<file path="config.mk">
export PLATFORM = sky130hd
export DESIGN_NAME = generador_onda_cuad
export DESIGN_NICKNAME = d
export VERILOG_FILES = /design/src/rtl/generador_onda_cuad.sv
export SDC_FILE = /design/constraint.sdc
export NUM_CORES = 1
export LEC_CHECK = 0
export CORE_MARGIN = 2
export CORE_UTILIZATION = 45
export CTS_CLUSTER_SIZE = 30
export DETAILED_ROUTE_END_ITERATION = 10
export GPL_TIMING_DRIVEN = 0
export PLACE_DENSITY_LB_ADDON = 0.12
export SLEW_MARGIN = 5
export SYNTH_ARGS = -nofsm -noshare
export SYNTH_HDL_FRONTEND = slang
export SYNTH_SLANG_ARGS = --single-unit
</file>
<file path="constraint.sdc">
create_clock -name reloj_placa -period 5.65 [get_ports reloj_placa]
set_clock_uncertainty 0.05 [all_clocks]
set_input_delay 1.13 -clock reloj_placa [delete_from_list [all_inputs] [get_ports reloj_placa]]
set_output_delay 1.13 -clock reloj_placa [all_outputs]
set_load 0.1 [all_outputs]
</file>
<file path="src/rtl/generador_onda_cuad.sv">
// Programmable square-wave generator: 1 us tick from the board clock, period and
// high time in us, load/ack configuration applied only at period boundaries.
module generador_onda_cuad #(
    parameter int CICLOS_POR_US = 50,
    parameter int ANCHO         = 12
) (
    input  logic             reloj_placa,
    input  logic             reinicio_n,
    input  logic             habilitar,
    input  logic             cargar,
    input  logic [ANCHO-1:0] periodo_us,
    input  logic [ANCHO-1:0] alto_us,
    output logic             carga_ack,
    output logic             carga_error,
    output logic             onda_cuad,
    output logic             flanco_pos,
    output logic [ANCHO-1:0] ciclos_completos
);

    localparam int PW = (CICLOS_POR_US > 1) ? $clog2(CICLOS_POR_US) : 1;
    localparam logic [PW-1:0] PRESC_MAX = PW'(CICLOS_POR_US - 1);

    typedef enum logic [1:0] {IDLE, ALTO, BAJO} estado_t;

    estado_t          r_estado, w_estado_sig;
    logic [PW-1:0]    r_presc, w_presc_sig;
    logic [ANCHO-1:0] r_cnt_us, w_cnt_us_sig;
    logic [ANCHO-1:0] r_act_per, r_act_alto, w_act_per_sig, w_act_alto_sig;
    logic [ANCHO-1:0] r_pend_per, r_pend_alto, w_pend_per_sig, w_pend_alto_sig;
    logic             r_pend_flag, w_pend_flag_sig;
    logic [ANCHO-1:0] r_ciclos;
    logic             r_onda, r_flanco, r_ack, r_err;

    logic             w_req_valid, w_tick, w_fin_alto, w_frontera;
    logic [ANCHO-1:0] w_alto_m1, w_bajo_m1;

    function automatic logic cfg_ok(input logic [ANCHO-1:0] p, input logic [ANCHO-1:0] a);
        return (p >= ANCHO'(2)) && (a != '0) && (a < p);
    endfunction

    always_comb begin
        w_req_valid = cargar && cfg_ok(periodo_us, alto_us);
        w_tick      = (r_estado != IDLE) && (r_presc == PRESC_MAX);
        w_alto_m1   = r_act_alto - ANCHO'(1);
        w_bajo_m1   = r_act_per - r_act_alto - ANCHO'(1);
        w_fin_alto  = (r_estado == ALTO) && w_tick && (r_cnt_us == w_alto_m1);
        w_frontera  = (r_estado == BAJO) && w_tick && (r_cnt_us == w_bajo_m1);
    end

    // A request arriving on the boundary cycle itself wins over the older pending one.
    always_comb begin
        w_act_per_sig  = r_act_per;
        w_act_alto_sig = r_act_alto;
        if (w_frontera && w_req_valid) begin
            w_act_per_sig  = periodo_us;
            w_act_alto_sig = alto_us;
        end else if ((w_frontera || r_estado == IDLE) && r_pend_flag) begin
            w_act_per_sig  = r_pend_per;
            w_act_alto_sig = r_pend_alto;
        end

        w_pend_per_sig  = r_pend_per;
        w_pend_alto_sig = r_pend_alto;
        if (w_req_valid) begin
            w_pend_per_sig  = periodo_us;
            w_pend_alto_sig = alto_us;
        end

        w_pend_flag_sig = r_pend_flag;
        if (w_frontera) begin
            w_pend_flag_sig = 1'b0;
        end else if (w_req_valid) begin
            w_pend_flag_sig = 1'b1;
        end else if (r_estado == IDLE) begin
            w_pend_flag_sig = 1'b0;
        end
    end

    always_comb begin
        w_estado_sig = r_estado;
        case (r_estado)
            IDLE: if (habilitar && cfg_ok(r_act_per, r_act_alto)) w_estado_sig = ALTO;
            ALTO: if (w_fin_alto) w_estado_sig = BAJO;
            BAJO: if (w_frontera) begin
                w_estado_sig = (habilitar && cfg_ok(w_act_per_sig, w_act_alto_sig)) ? ALTO : IDLE;
            end
            default: w_estado_sig = IDLE;
        endcase

        w_presc_sig = r_presc;
        if (r_estado == IDLE || w_tick) begin
            w_presc_sig = '0;
        end else begin
            w_presc_sig = r_presc + PW'(1);
        end

        w_cnt_us_sig = r_cnt_us;
        if (w_estado_sig != r_estado) begin
            w_cnt_us_sig = '0;
        end else if (w_tick) begin
            w_cnt_us_sig = r_cnt_us + ANCHO'(1);
        end
    end

    always_ff @(posedge reloj_placa or negedge reinicio_n) begin
        if (!reinicio_n) begin
            r_estado    <= IDLE;
            r_presc     <= '0;
            r_cnt_us    <= '0;
            r_act_per   <= '0;
            r_act_alto  <= '0;
            r_pend_per  <= '0;
            r_pend_alto <= '0;
            r_pend_flag <= 1'b0;
            r_ciclos    <= '0;
            r_onda      <= 1'b0;
            r_flanco    <= 1'b0;
            r_ack       <= 1'b0;
            r_err       <= 1'b0;
        end else begin
            r_estado    <= w_estado_sig;
            r_presc     <= w_presc_sig;
            r_cnt_us    <= w_cnt_us_sig;
            r_act_per   <= w_act_per_sig;
            r_act_alto  <= w_act_alto_sig;
            r_pend_per  <= w_pend_per_sig;
            r_pend_alto <= w_pend_alto_sig;
            r_pend_flag <= w_pend_flag_sig;
            if (w_frontera) r_ciclos <= r_ciclos + ANCHO'(1);
            r_onda      <= (w_estado_sig == ALTO);
            r_flanco    <= (w_estado_sig == ALTO) && (r_estado != ALTO);
            r_ack       <= w_req_valid;
            r_err       <= cargar && !w_req_valid;
        end
    end

    assign onda_cuad        = r_onda;
    assign flanco_pos       = r_flanco;
    assign carga_ack        = r_ack;
    assign carga_error      = r_err;
    assign ciclos_completos = r_ciclos;

endmodule

</file>
* After elaboration in Yosys (flattened, before gate mapping)
Index checks and enable logic that the tools add are counted.
** Word-level totals
- Register bits after elaboration :: 85
- Output and inout port bits :: 16
** Cells by class
- Add/subtract/negate cells :: 6
- $lt $le $gt $ge :: 6
- Equality and inequality tests :: 8
- Muxes and demuxes :: 15
- Reduce and logical (&&, ||, !) cells :: 28
** Operators by type and width (count)
- 2-to-1 mux 12 bit :: 6
- greater-or-equal comparator 12 x 2 -> 1 bit (second input constant) :: 3
- < comparator 12 bit :: 3
- nonzero test 12 bit :: 3
- adder 12 x 1 -> 12 bit (second input constant) :: 2
- == test 12 bit :: 2
- subtractor 12 x 1 -> 12 bit (second input constant) :: 2
- logical AND 1 bit :: 18
- subtractor 12 bit :: 1
- adder 6 x 1 -> 6 bit (second input constant) :: 1
- == test 6 bit (second input constant) :: 1
- 2-to-1 mux 2 bit :: 3
- 2-to-1 mux 6 bit :: 1
- case mux 2 bit (3 select lines) :: 1
- == test 2 x 1 -> 1 bit (second input constant) :: 2
- 2-to-1 mux 1 bit :: 4
- nonzero test 2 bit :: 2
- nonzero test 3 bit :: 1
- == test 2 bit (second input constant) :: 1
- logical NOT 2 bit :: 1
- logical OR 1 bit :: 2
- != test 2 x 1 -> 1 bit (second input constant) :: 1
- != test 2 bit :: 1
- logical NOT 1 bit :: 1

* Depth between registers and ports, before layout
- Word-level depth :: 17
- Depth in mapped cells :: 22
- Gate-level depth less buffers :: 20

* Worst setup path before layout
No wires, ideal clock.
- Path kind :: register to register
- Start point :: register r_act_alto[0]
- End point :: register r_onda, in the netlist onda_cuad
- Setup time :: 0.095 ns
- Arrival :: 4.861 ns
- Slack :: 0.643 ns
- Cell stages (with the launch flop) :: 23
- Buffers on the path :: 2
- Period minus slack after synthesis :: 5.007 ns
- Cell sequence :: dfrtp_1 > inv_1 > ha_1 > fa_1 > a21o_4 > nand4_4 > a211oi_2 > mux2i_1 > or4_1 > buf_4 > o21a_4 > buf_2 > mux2_2 > nor2_1 > nor2_1 > ha_1 > a21o_1 > a21o_1 > a2111oi_0 > a21oi_1 > a2111oi_0 > nor4_1 > o31ai_1
** Between the ends
- Word-level cells in the longest chain between the ends :: 16
** Ends and longest elaborated chain
- start, declared :: line 28 : logic [ANCHO-1:0] r_act_per, r_act_alto, w_act_per_sig, w_act_alto_sig;
- start signal, assigned :: line 125 : r_act_alto <= w_act_alto_sig;
- subtractor 12 bit (*) :: line 45 : w_bajo_m1 = r_act_per - r_act_alto - ANCHO'(1);
- subtractor 12 x 1 -> 12 bit (*) :: line 45
- == test 12 bit (*) :: line 47 : w_frontera = (r_estado == BAJO) && w_tick && (r_cnt_us == w_bajo_m1);
- logical AND 1 bit (*) :: line 47
- logical OR 1 bit :: line 57 : end else if ((w_frontera || r_estado == IDLE) && r_pend_flag) begin
- logical AND 1 bit :: line 57
- 2-to-1 mux 12 bit :: line 57
- 2-to-1 mux 12 bit (*) :: line 54 : if (w_frontera && w_req_valid) begin
- named net w_act_alto_sig[9] :: line 28
- parallel branches: the longest is 2 deep, another holds < comparator 12 bit
- logical AND 1 bit (*) :: line 38 : return (p >= ANCHO'(2)) && (a != '0) && (a < p);
- logical AND 1 bit (*) :: line 85 : w_estado_sig = (habilitar && cfg_ok(w_act_per_sig, w_act_alto_sig)) ? ALTO : IDLE;
- 2-to-1 mux 1 bit (*) :: line 85
- 2-to-1 mux 2 bit (*) :: line 84 : BAJO: if (w_frontera) begin
- case mux 2 bit (3 select lines) (*) :: line 81 : case (r_estado)
- == test 2 x 1 -> 1 bit (*) :: line 130 : r_onda <= (w_estado_sig == ALTO);
- end signal, assigned :: line 130
- end, declared :: line 32 : logic r_onda, r_flanco, r_ack, r_err;
Mark *: on every way through the listed nets, which the timed path passes.
A chain may end at the register's enable or synchronous reset.

* Worst setup path after layout
- Start point :: register r_act_alto[6]
- End point :: register r_estado[0]
** Between the ends
- Word-level cells in the longest chain between the ends :: 15
** Ends and longest elaborated chain
- subtractor 12 bit (*) :: line 45
- subtractor 12 x 1 -> 12 bit (*) :: line 45
- == test 12 bit (*) :: line 47
- logical AND 1 bit (*) :: line 47
- logical OR 1 bit :: line 57
- logical AND 1 bit :: line 57
- 2-to-1 mux 12 bit :: line 57
- 2-to-1 mux 12 bit (*) :: line 54
- named net w_act_alto_sig[9] :: line 28
- parallel branches: the longest is 2 deep, another holds < comparator 12 bit
- logical AND 1 bit (*) :: line 38
- logical AND 1 bit (*) :: line 85
- 2-to-1 mux 1 bit (*) :: line 85
- 2-to-1 mux 2 bit (*) :: line 84
- case mux 2 bit (3 select lines) (*) :: line 81
- named net w_estado_sig[0] :: line 25 : estado_t r_estado, w_estado_sig;
- end signal, assigned :: line 121 : r_estado <= w_estado_sig;
- end, declared :: line 25
Marked as above.

==> flow_metrics.tcl <==
set metrics [dict create \
    status "complete, no violations" \
    layout-drive-gt1-share_pct 12.6 \
    routed_wl_mm 18.5 \
    cp_slowest_cell "or4_1" \
    hold_start "ciclos_completos[11]" \
    antennaDiodeCount 0 \
    pwr_density_cell_mw_per_mm2 199 \
    vias 5403 \
    dp_hpwl_mm 14.4 \
    worstHoldEndpoint "ciclos_completos[11]" \
    ioPinCount 44 \
    final.min_clock_period_ns 5.50 \
    regToRegStartpoint "r_act_alto[6]" \
    drtPass1Iterations 7 \
    placed_cells_incl_taps 908 \
    drt_iter0_drc 423 \
    ir_drop_mv 0.166 \
    die_area_mm2 0.0148 \
    cts_root_buffer "clkbuf_16" \
    grt_pass1_wl_mm 28.9 \
    critPathKind "reg2reg" \
    synth_top_flop_cell "dfrtp_1" \
    regToRegEndpoint "r_estado[0]" \
    end_kind "register" \
    hold_viol_final 0 \
    total_power_mw 1.46 \
    clkLatencyLatePin_ns 0.35 \
    slew_headroom_pct 34.5 \
    startpoint_type "register" \
    avgViaCountPerCell 5.80 \
    drc 0 \
    gp_congestion 0.913 \
    design.core.area_mm2 0.0133 \
    synth_most_common_cell "dfrtp_1" \
    wl_per_cell_um 19.9 \
    synth-seq-area-share_pct 34.2 \
    yosysTopAreaCellShare_pct 34.2 \
    grt_pass1_vias 5411 \
    syn_area_mm2 0.00622 \
    track_usage_pct 25.9 \
    cts.clk_slew.worst_paths_ns 0.07 \
    ys_warn_count 0 \
    worst_ep_arrival_time_ns 5.71 \
    cap_violations 0 \
    tightest_slew_ns 0.980 \
    max_stage_delay_ns 0.58 \
    die_y_um 122 \
    grt_start_max_net_pins 68 \
    reg2reg_depth 21 \
    worstPathRequired_ns 5.86 \
    gr-total-overflow 0 \
    clkSinkCount 85 \
    slew_violations 0 \
    synth-async-reset-ratio_pct 100 \
    max_freq_mhz 182 \
    cts_inserted_buffers 9 \
    num_rows 42 \
    total_leakage_power_nw 3.32 \
    hold_path_class "reg2reg" \
    post_synth.cell_area_avg_um2 9.04 \
    cts_tree "done" \
    syn_to_final_growth_pct 18.0 \
    worst-path-buf-inv 3 \
    yosys-top-cells-area "dfrtp_1, ha_1, xnor2_1, mux2i_1, inv_1" \
    yosys-top-cells-count "dfrtp_1, inv_1, ha_1, nor2_1, nand2_1" \
    cts_buffer_depth 2 \
    reg2reg_slack_ns 0.15 \
    io_buffers 43 \
    synth_top_area_cell "dfrtp_1" \
    nFillCells 1269 \
    path_delay_family "compound AO/OA/AOI/OAI gates" \
    nets 830 \
    fin_cells 932 \
    setup_violations 0 \
    antenna_found_initial 0 \
    dieWidth_um 122 \
    initial_core_util_pct 46.6 \
    ys_ff_latch 85 \
    worstPathCellList "ha_1, buf_4, nand2_1, o211a_1, o32ai_2, o21ai_2, or4_1, buf_4, o21a_4, buf_2, mux2_2, nor2_1, nor2_1, ha_1, a21o_1, a21o_1, a2111oi_4, a21oi_1, a2111oi_2, nor4_1, o31ai_1" \
    ant_nets 0 \
    period_share_pct 97.4 \
    ys_types 61 \
    path_max_fanout 10 \
    synth_edf_count 0 \
    crit_start "r_act_alto[6]" \
    min_delay_path_depth 1 \
    htreeDepth 3 \
    syn_nets 767 \
    syn_inst 688 \
]
## routing by layer
metal  GRT usage [%]  share of wire (%)
met5               0                  0
met4            10.8                3.5
met3            4.63                4.8
met2            42.0                 46
met1            34.2                 45
## power by group
group	switching [mW]	internal (mW)
Sequential	0.0297	0.646
Combinational	0.117	0.0868
Clock	0.274	0.305
## layout make-up
type / count / area, um2 / area share [%]
Buffer: 28 / 158 / 2.15
Clock buffer: 9 / 225 / 3.07
Clock inverter: 7 / 57.6 / 0.784
Inverter: 61 / 231 / 3.15
Multi-Input combinational cell: 514 / 3800 / 51.8
Sequential cell: 85 / 2130 / 29.0
Tap cell: 176 / 220 / 3.00
Timing Repair Buffer: 52 / 515 / 7.02
## logic make-up (layout without fill, tap and decap cells)
group	count (synthesis)	count (layout)	share of synthesized area, %
compound gates	148	148	15.7
xor+xnor	55	55	7.74
fa+ha+maj	51	51	10.4
buf+inv	89	157	6.01
flops	85	85	34.2
mux	49	49	8.49
simple gates	211	211	17.5
## worst max-delay path by stage
stage                   to  slack (ns)  depth (start not counted)
2_1_floorplan    onda_cuad        0.64                         22
3_3_place_gp     onda_cuad       -1.35                         19
3_5_place_dp   r_estado[0]       -1.28                         19
4_1_cts        r_estado[0]        0.01                         19
5_1_grt        r_estado[0]       -0.07                         19
6_report       r_estado[0]        0.15                         21
## what timing repair did
item                                    CTS  global route
hold buffers                              0             0
buffers inserted                          2             6
endpoints found under the setup margin    3             3
pin swaps                                 3             4
resized for setup                        14            18
## flip-flops by register name, indices dropped and copies added, names as in the netlist, 2 cells and up
name,count
r_pend_alto,12
r_act_alto,12
r_pend_per,12
r_cnt_us,12
r_act_per,12
r_presc,6
r_estado,2
ciclos_completos,12
## stage by stage
stage	utilization [%]	instance area (um2)	hold slack [ns]	TNS, ns	setup slack, ns
after global placement	51.5	6870	0.413	-3.95	-1.35
after detailed placement	51.7	6900	0.416	-3.73	-1.28
final	55.0	7340	0.418	0	0.149
after global routing	55.0	7340	0.443	-0.133	-0.0678
after floorplan	-	6220	0.393	0	0.643
after CTS	54.2	7240	0.425	0	0.0138
## cell usage in the layout, fill, tap and decap left out, types with 8 or more instances in the layout
master,synthesis,routed
inv_1,60,59
mux2_2,19,19
o211ai_1,20,20
xnor2_1,33,33
clkbuf_16,0,9
o21ai_0,32,31
nor2_1,49,49
nand4_1,20,20
o21a_1,12,12
ha_1,50,50
nor4_1,12,11
nor3_1,16,15
dfrtp_1,85,81
clkdlybuf4s50_1,0,42
and2_1,8,8
nand2_1,47,47
buf_4,3,13
xor2_1,22,22
nand3_1,23,23
clkbuf_1,15,13
a21oi_1,41,40
mux2i_1,25,25
No activity file was read; power rests on OpenSTA's default activity.
